## src/rtl/mdclcg_bit_packer.sv

```systemverilog
// Serial-to-word packer for the dual-CLCG bit stream with a DEPTH-word output FIFO; MDCLCG_MONOBIT_EN adds a popcount health test.
// Latency: word visible 1 cycle after its last bit; backpressure: word_ready, a full FIFO without a pop drops the new word.
module mdclcg_bit_packer #(
  parameter int WIDTH = 32,
  parameter int DEPTH = 4
) (
  input  logic                     clk,
  input  logic                     start,
  input  logic                     bit_in,
  input  logic                     bit_valid,
  output logic [WIDTH-1:0]         word_out,
  output logic                     word_valid,
  input  logic                     word_ready,
  output logic [$clog2(DEPTH):0]   fill_level,
  output logic                     overflow,
  output logic [7:0]               drop_cnt,
  output logic [31:0]              ones_total,
  output logic                     bias_alarm
);

  localparam int AW = $clog2(DEPTH);
  localparam int CW = $clog2(WIDTH);

  logic [CW-1:0]    cnt_q, cnt_d;
  logic [WIDTH-2:0] sreg_q, sreg_d;
  logic [WIDTH-1:0] mem_q [DEPTH];
  logic [AW-1:0]    wr_ptr_q, wr_ptr_d;
  logic [AW-1:0]    rd_ptr_q, rd_ptr_d;
  logic [AW:0]      fill_q, fill_d;
  logic             overflow_q, overflow_d;
  logic [7:0]       drop_q, drop_d;

  logic             bit_acc;
  logic             last_bit;
  logic             pop;
  logic             full;
  logic             push_ok;
  logic             drop;
  logic [WIDTH-1:0] word_new;

  always_comb begin
    bit_acc  = bit_valid & ~start;
    last_bit = bit_acc && (cnt_q == CW'(WIDTH - 1));
    word_new = {sreg_q, bit_in};
    pop      = (fill_q != '0) & word_ready & ~start;
    full     = (fill_q == (AW + 1)'(DEPTH));
    // A pop on the same edge frees the slot the new word is written into.
    push_ok  = last_bit & (~full | pop);
    drop     = last_bit & full & ~pop;
  end

  always_comb begin
    cnt_d      = cnt_q;
    sreg_d     = sreg_q;
    wr_ptr_d   = wr_ptr_q;
    rd_ptr_d   = rd_ptr_q;
    fill_d     = fill_q;
    overflow_d = overflow_q;
    drop_d     = drop_q;

    if (bit_acc) begin
      sreg_d = {sreg_q[WIDTH-3:0], bit_in};
      cnt_d  = last_bit ? '0 : cnt_q + 1'b1;
    end

    if (push_ok) wr_ptr_d = wr_ptr_q + 1'b1;
    if (pop)     rd_ptr_d = rd_ptr_q + 1'b1;

    case ({push_ok, pop})
      2'b10:   fill_d = fill_q + 1'b1;
      2'b01:   fill_d = fill_q - 1'b1;
      default: fill_d = fill_q;
    endcase

    if (drop) begin
      overflow_d = 1'b1;
      if (drop_q != 8'hFF) drop_d = drop_q + 1'b1;
    end
  end

  always_ff @(posedge clk) begin
    if (start) begin
      cnt_q      <= '0;
      sreg_q     <= '0;
      wr_ptr_q   <= '0;
      rd_ptr_q   <= '0;
      fill_q     <= '0;
      overflow_q <= 1'b0;
      drop_q     <= '0;
    end else begin
      cnt_q      <= cnt_d;
      sreg_q     <= sreg_d;
      wr_ptr_q   <= wr_ptr_d;
      rd_ptr_q   <= rd_ptr_d;
      fill_q     <= fill_d;
      overflow_q <= overflow_d;
      drop_q     <= drop_d;
    end
  end

  // Storage needs no reset: the head is masked to zero whenever the FIFO is empty.
  always_ff @(posedge clk) begin
    if (push_ok) mem_q[wr_ptr_q] <= word_new;
  end

  assign word_valid = (fill_q != '0);
  assign word_out   = word_valid ? mem_q[rd_ptr_q] : '0;
  assign fill_level = fill_q;
  assign overflow   = overflow_q;
  assign drop_cnt   = drop_q;

`ifdef MDCLCG_MONOBIT_EN
  localparam int PW = CW + 1;

  logic [PW-1:0] pop_cnt;
  logic          biased;
  logic [31:0]   ones_q, ones_d;
  logic          alarm_q, alarm_d;

  always_comb begin
    pop_cnt = '0;
    for (int i = 0; i < WIDTH; i++) begin
      pop_cnt = pop_cnt + PW'(word_new[i]);
    end
    biased = (pop_cnt < PW'(WIDTH / 8)) || (pop_cnt > PW'(WIDTH - WIDTH / 8));
  end

  always_comb begin
    ones_d  = ones_q;
    alarm_d = alarm_q;
    if (push_ok)           ones_d  = ones_q + 32'(pop_cnt);
    if (last_bit & biased) alarm_d = 1'b1;
  end

  always_ff @(posedge clk) begin
    if (start) begin
      ones_q  <= '0;
      alarm_q <= 1'b0;
    end else begin
      ones_q  <= ones_d;
      alarm_q <= alarm_d;
    end
  end

  assign ones_total = ones_q;
  assign bias_alarm = alarm_q;
`else
  assign ones_total = '0;
  assign bias_alarm = 1'b0;
`endif

endmodule

```

## config.mk

```make
export PLATFORM = sky130hd
export DESIGN_NAME = mdclcg_bit_packer
export DESIGN_NICKNAME = d
export VERILOG_FILES = /design/src/rtl/mdclcg_bit_packer.sv
export SDC_FILE = /design/constraint.sdc
export NUM_CORES = 1
export LEC_CHECK = 0
export ABC_AREA = 1
export ABC_CLOCK_PERIOD_IN_PS = 3200
export BUFFER_PORTS_ARGS = -buffer_cell sky130_fd_sc_hd__buf_2
export CAP_MARGIN = 20
export CORE_MARGIN = 5
export CORE_UTILIZATION = 50
export CTS_BUF_LIST = sky130_fd_sc_hd__clkbuf_8 sky130_fd_sc_hd__clkbuf_16
export DETAILED_ROUTE_END_ITERATION = 12
export PLACE_DENSITY = 0.72
export SYNTH_ARGS = -nofsm -noshare
export SYNTH_HDL_FRONTEND = slang
export SYNTH_SLANG_ARGS = --single-unit
export TNS_END_PERCENT = 30
```

## constraint.sdc

```tcl
create_clock -name clk -period 3.2 [get_ports clk]
set_clock_uncertainty 0.15 [all_clocks]
set_input_delay 0.16 -clock clk [delete_from_list [all_inputs] [get_ports clk]]
set_output_delay 0.16 -clock clk [all_outputs]
set_load 0.02 [all_outputs]
```

==> results of run 1 <==
[layout by cell type (no fill, tap or decap), types with 3 or more instances in the layout]
cell type,n
a211oi_1,3
a21oi_1,48
buf_2,49
buf_4,11
clkbuf_16,17
clkinv_2,7
conb_1,33
dfxtp_1,53
edfxtp_1,128
ha_1,7
inv_1,35
nand2_1,37
nand2_2,3
nand3_1,8
nand4_1,4
nor2_1,199
nor2_2,6
nor3_1,3
o21ai_0,94
o21ai_1,5
xor2_1,4
[state kept, by name, summed over array words and instances, names as in the netlist, named ones only]
register	cells
fill_level	3
drop_cnt	8
overflow	1
mem_q	128
cnt_q	5
sreg_q	31
wr_ptr_q	2
rd_ptr_q	2
[power by group through the flow]
stage	Combinational (mW)	Clock, mW	Sequential (mW)
after global routing	0.124	2.03	2.59
after global placement	0.103	0	2.64
final	0.112	1.90	2.59
after CTS	0.110	1.93	2.59
after floorplan	0.122	0	2.62
after detailed placement	0.108	0	2.64
[logic make-up (layout without fill, tap and decap cells)]
group,count (synthesis),after routing,synth area share [%]
buffers and inverters,103,131,7.121
flip-flops,182,182,66.26
adder cells (fa/ha/maj),8,8,1.448
AO/OA/AOI/OAI,152,152,10.40
other,1,33,0.05046
XOR/XNOR,6,6,0.7071
AND/OR/NAND/NOR,262,262,14.01
[metal layers]
metal	up-vias	track usage [%]	part of all wire [%]
li1	2431	-	-
met1	2391	21.20	43
met2	153	28.92	50
met3	18	3.855	5.8
met4	0	5.829	1.5
met5	-	0	0
[final cells by class]
type | instances | area (µm²)
clock buffer | 17 | 425.4
clock inverter | 15 | 112.6
fill | 1223 | 6205
inverter | 35 | 131.4
multi-input combinational | 461 | 2108
sequential | 182 | 4926
tap | 184 | 230.2
timing repair buffer | 64 | 395.4
[per-stage QoR]
step                util [%]  area (µm²)  instances  hold WS [ns]  power (mW)
finish                 57.31        8329        958        0.1520       4.599
global route           57.31        8329        958        0.2176       4.751
CTS                    57.12        8302        957        0.1344       4.625
detailed placement     53.28        7744        923        0.2696       2.747
global placement       53.28        7744        923        0.2662       2.739
floorplan                  -        7552        746       0.08847       2.744
[worst max path at each step]
| stage | startpoint | end | cells past startpoint |
|---|---|---|---|
| finish | flop | word_out[19] | 5 |
| global route | flop | word_out[19] | 5 |
| CTS | flop | word_out[19] | 5 |
| detailed placement | cnt_q[0]$_SDFFE_PP0P_ | mem_q[2][15]$_DFFE_PP_ | 9 |
| global placement | cnt_q[0]$_SDFFE_PP0P_ | mem_q[2][13]$_DFFE_PP_ | 9 |
| floorplan | cnt_q[0]$_SDFFE_PP0P_ | mem_q[0][0]$_DFFE_PP_ | 8 |
[what timing repair did]
action,in CTS,in global routing
hold buffers,2,0
setup buffers,0,0
endpoints found under the hold margin,16,0
==> metrics.txt, run 1 <==
worst slew pin tran ~1.1 ns; Slew Limit Fails 0; critical path class reg2out; RePlAce Congestion between 0.8 and 0.9; top cell family by delay on the critical path flip-flops; WHS Endpoint sreg_q[7]$_SDFFE_PP0P_; clock buffer depth 2; Synth Warn # 0; Reg2Reg Setup Slack about 0.82 ns; Hold Crit Class in2reg; Yosys top cell by area edfxtp_1; drt pass-1 iters 4; Req. time, crit path roughly 2.9 ns; Clock Pin Slew Worst Setup and Hold Paths about 0.06 ns; worst rel slew slack 27.15%; ANT cells 0; endpoints failing hold 0; Crit. End Element output pin; reg2reg path depth 9; area delta synth->final 12.07%; first-pass GRT wire length 23.76 mm; CP bufs+invs 3; Max rail drop VDD around 0.35 mV; layout cells sized above 1 between 10 and 15%; crit path DAT about 2.3 ns; Reg-to-Reg End mem_q[2][25]$_DFFE_PP_; # setup viols final 0; DPL Wire Length between 9 and 10 mm; Core ar. approximately 15,000 µm²; most common cell in the netlist nor2_1; Reg power frac around 56%; top-area cell type share of the netlist area 51.72%; vias in the first global route slightly below 5,000; 1st-iter DRT viols 375; Port Buffer Count 49; startpoint types flop; switching pwr around 0.97 mW; cell area after synthesis 7432 µm²; outcome finished clean; worst hold stages 2; pre-CTS setup slack between 0.8 and 0.9 ns; CTS root buffer clkbuf_16; Cell Int Power 3.633 mW; slowest stage delay, CP between 0.7 and 0.8 ns; Reg-to-Reg Start cnt_q[0]$_SDFFE_PP0P_; via count about 5,000; distinct cell type count after synthesis 29; die width 131.9 µm; Sw Ratio between 20% and 30%; GRT Overall Usage 16.91%; # rows between 40 and 50; DRT antenna net count 0; unrepaired setup endpoints after global routing false; initial antenna violation count 0; die footprint approximately 17,000 µm²; min cycle time layout 2.596 ns; CTS tree built; Syn Area/Cell 10.41 µm²; maximum fanout along the worst path 35; Clock Latency Late Sink around 0.42 ns; pin count of the biggest net entering global routing 40; clock share of power between 40% and 50%; Via-to-Cell Ratio between 5 and 6; final-stage net count between 700 and 800; grt total ovfl 0; # resized after CTS 0; height of the chip ~130 µm; slowest stage cell on the critical path dfxtp_2; initial cell density of the core just over 50%; Final WS setup just over 0.6 ns; PD cells 552.2 nW/µm²; Synth Instances slightly above 700; mean routed wirelength per cell between 15 and 20 µm; max cap viols 0; most common flop cell mapped by yosys edfxtp_1; LEAKAGE around 3.3 nW; # H-tree levels 4; Critical Path, Cell by Cell clkinv_1, buf_4, o21ai_0, a21oi_1, buf_2; combinational power share approximately 2.4%; clock tree sinks roughly 180; hold path start bit_valid; Seq/Total Area, Yosys between 60% and 70%; residual DRC count 0; share of flip-flops with an asynchronous set or reset 0%; synthesis-stage register bit count about 180; final worst-path cycle share 81.14%; Commonest cells post-synth 203 x nor2_1, 128 x edfxtp_1, 94 x o21ai_0; leading post-synthesis cells by cell area edfxtp_1 52%, dfxtp_1 15%, nor2_1 10%, o21ai_0 6.3%, buf_4 3.4%; Num CTS Buffers 17; Fin Setup TNS 0 ns; io pins 83; EDFF count, synth ~130; DRT Wirelength 14.61 mm; Max Fclk just under 0.4 GHz
No activity file was read; power rests on OpenSTA's default activity.
==> inputs of run 2 (changes only) <==
ABC_CLOCK_PERIOD_IN_PS = 2490   (was 3200)
PLACE_DENSITY = 0.69   (was 0.72)
clock period = 2.49 ns   (was 3.2 ns; I/O delays follow)
==> run 2 against run 1 <==
Net effect:
- core utilization increased by 0.70 points
- cell count grew 0.10%
- non-clock buffer count grew 1
- critical path depth grew 1
- sequential share of layout area is 0.68 points lower
- highest routed layer unchanged
==> metrics.txt, run 2 (same netlist as run 1, synthesis figures left out) <==
CTS tree built; RePlAce Congestion 0.8503; Multi-input gate area 2108 µm²; Req. time, crit path approximately 2.2 ns; GRT Overall Usage between 10% and 20%; area delta synth->final 13.43%; io pins 83; 1st-iter DRT viols approximately 340; LEAKAGE around 3.3 nW; layout cells sized above 1 between 10% and 20%; # H-tree levels 4; post-layout util 58.01%; critical path class reg2out; Max Fclk 0.4320 GHz; PD cells around 700 nW/µm²; pin count of the biggest net entering global routing 65; Seq. cell area slightly below 5000 µm²; DRT antenna net count 0; startpoint types flop; Overall Power just over 6 mW; Crit. End Element output pin; drt pass-1 iters 5; CTS root buffer clkbuf_16; Hold Crit Class in2reg; maximum fanout along the worst path 22; Post-CTS Repair Setup Buffers 0; Via-to-Cell Ratio about 5.2; mean routed wirelength per cell around 15 µm; Core ar. roughly 15,000 µm²; max FFs per register 128; die width 131.9 µm; unrepaired setup endpoints after global routing true; die footprint approximately 17,000 µm²; Critical Path, Cell by Cell inv_1, buf_4, nor2_1, o21ai_0, a21oi_1, buf_2; clock buffer depth 2; grt total ovfl 0; initial cell density of the core around 51%; min cycle time layout roughly 2.3 ns; max cap viols 0; ANT cells 0; via count 4,975; Num CTS Buffers 17; worst slew pin tran about 0.81 ns; # rows 44; slowest stage cell on the critical path inv_1; clock tree sinks ~180; most common cell after layout, fill and taps aside nor2_1; Port Buffer Count 49; most frequent cells in the layout 199 x nor2_1, 128 x edfxtp_1, 94 x o21ai_0, 53 x dfxtp_1, 49 x buf_2; final-stage net count approximately 780; Max rail drop VDD 0.4688 mV; vias in the first global route about 5,100; Clock Pin Slew Worst Setup and Hold Paths roughly 0.060 ns; DRT Wirelength between 10 and 15 mm; Slew Limit Fails 0; worst rel slew slack between 40 and 50%; endpoints failing hold 0; slowest stage delay, CP 0.59 ns; DPL Wire Length 8.759 mm; residual DRC count 0; Clock Latency Late Sink around 0.42 ns; # setup viols final 0; height of the chip 131.9 µm; final worst-path cycle share between 90% and 100%; crit path DAT a little over 2 ns; filler instances roughly 1,200; initial antenna violation count 0; Top reg by flops mem_q; first-pass GRT wire length 24.25 mm; outcome finished clean
-- run 2: cell types whose count changed in the layout (fill, tap and decap cells not counted), moves of 2 or more --
cell	change
buf_12	+6
buf_4	-5
clkinv_4	+2
clkinv_1	+4
inv_1	-2
clkinv_2	-4
-- run 2: final cells by class --
cell class                      instances  share of cell area [%]
Multi-Input combinational cell        461                   25.01
Tap cell                              184                   2.731
Timing Repair Buffer                   65                   5.462
Sequential cell                       182                   58.46
Clock buffer                           18                   5.209
Inverter                               35                   1.558
Clock inverter                         14                   1.573
-- run 2: stage by stage --
step / TNS, ns / instances / area, µm² / hold WS [ns] / setup WS, ns
4_1_cts: 0 / 959 / 8428 / 0.09719 / 0.07221
5_1_grt: -0.01220 / 959 / 8431 / 0.1393 / -0.01020
2_1_floorplan: -12.93 / 746 / 7562 / 0.05297 / -0.1010
3_5_place_dp: 0 / 924 / 7826 / 0.2594 / 0.2743
6_report: 0 / 959 / 8431 / 0.1277 / 0.1754
3_3_place_gp: 0 / 924 / 7826 / 0.2480 / 0.3919
-- run 2: layer usage --
layer	wire length, µm	track usage [%]	share of wire, %	up-vias
met2	7031	28.41	49	132
li1	-	-	-	2440
met4	281	6.229	2.0	0
met3	760	4.618	5.3	26
met1	6261	21.50	44	2377
met5	0	0	0	-
-- run 2: final timing paths --
| check | from | end | slack, ns | cells after the start |
|---|---|---|---|---|
| setup reg to reg | cnt_q[0]$_SDFFE_PP0P_ | fill_level[2]$_SDFFE_PP0P_ | 0.27 | 13 |
| hold reg to reg | rd_ptr_q[1]$_SDFFE_PP0P_ | rd_ptr_q[1]$_SDFFE_PP0P_ | 0.31 | 2 |
| setup / recovery | flop | word_out[19] | 0.18 | 6 |
| hold / removal | word_ready | fill_level[2]$_SDFFE_PP0P_ | 0.13 | 7 |
-- run 2: critical path: cells and delay by family, from the launching register on --
family,cells,cell delay [ns]
AO/OA/AOI/OAI,2,0.17
buffers and inverters,3,1.06
flip-flops,1,0.32
AND/OR/NAND/NOR,1,0.06
-- run 2: repair_timing --
| item | in CTS | in global routing |
|---|---|---|
| setup endpoints to repair | 0 | 10 |
| endpoints found under the hold margin | 22 | 0 |
| hold buffers | 3 | 0 |
| resized for setup | 0 | 1 |
-- run 2: power breakdown --
group / internal [mW] / switching [mW]
Clock: 1.49 / 1.08
Sequential: 3.27 / 0.0496
Combinational: 0.0353 / 0.112
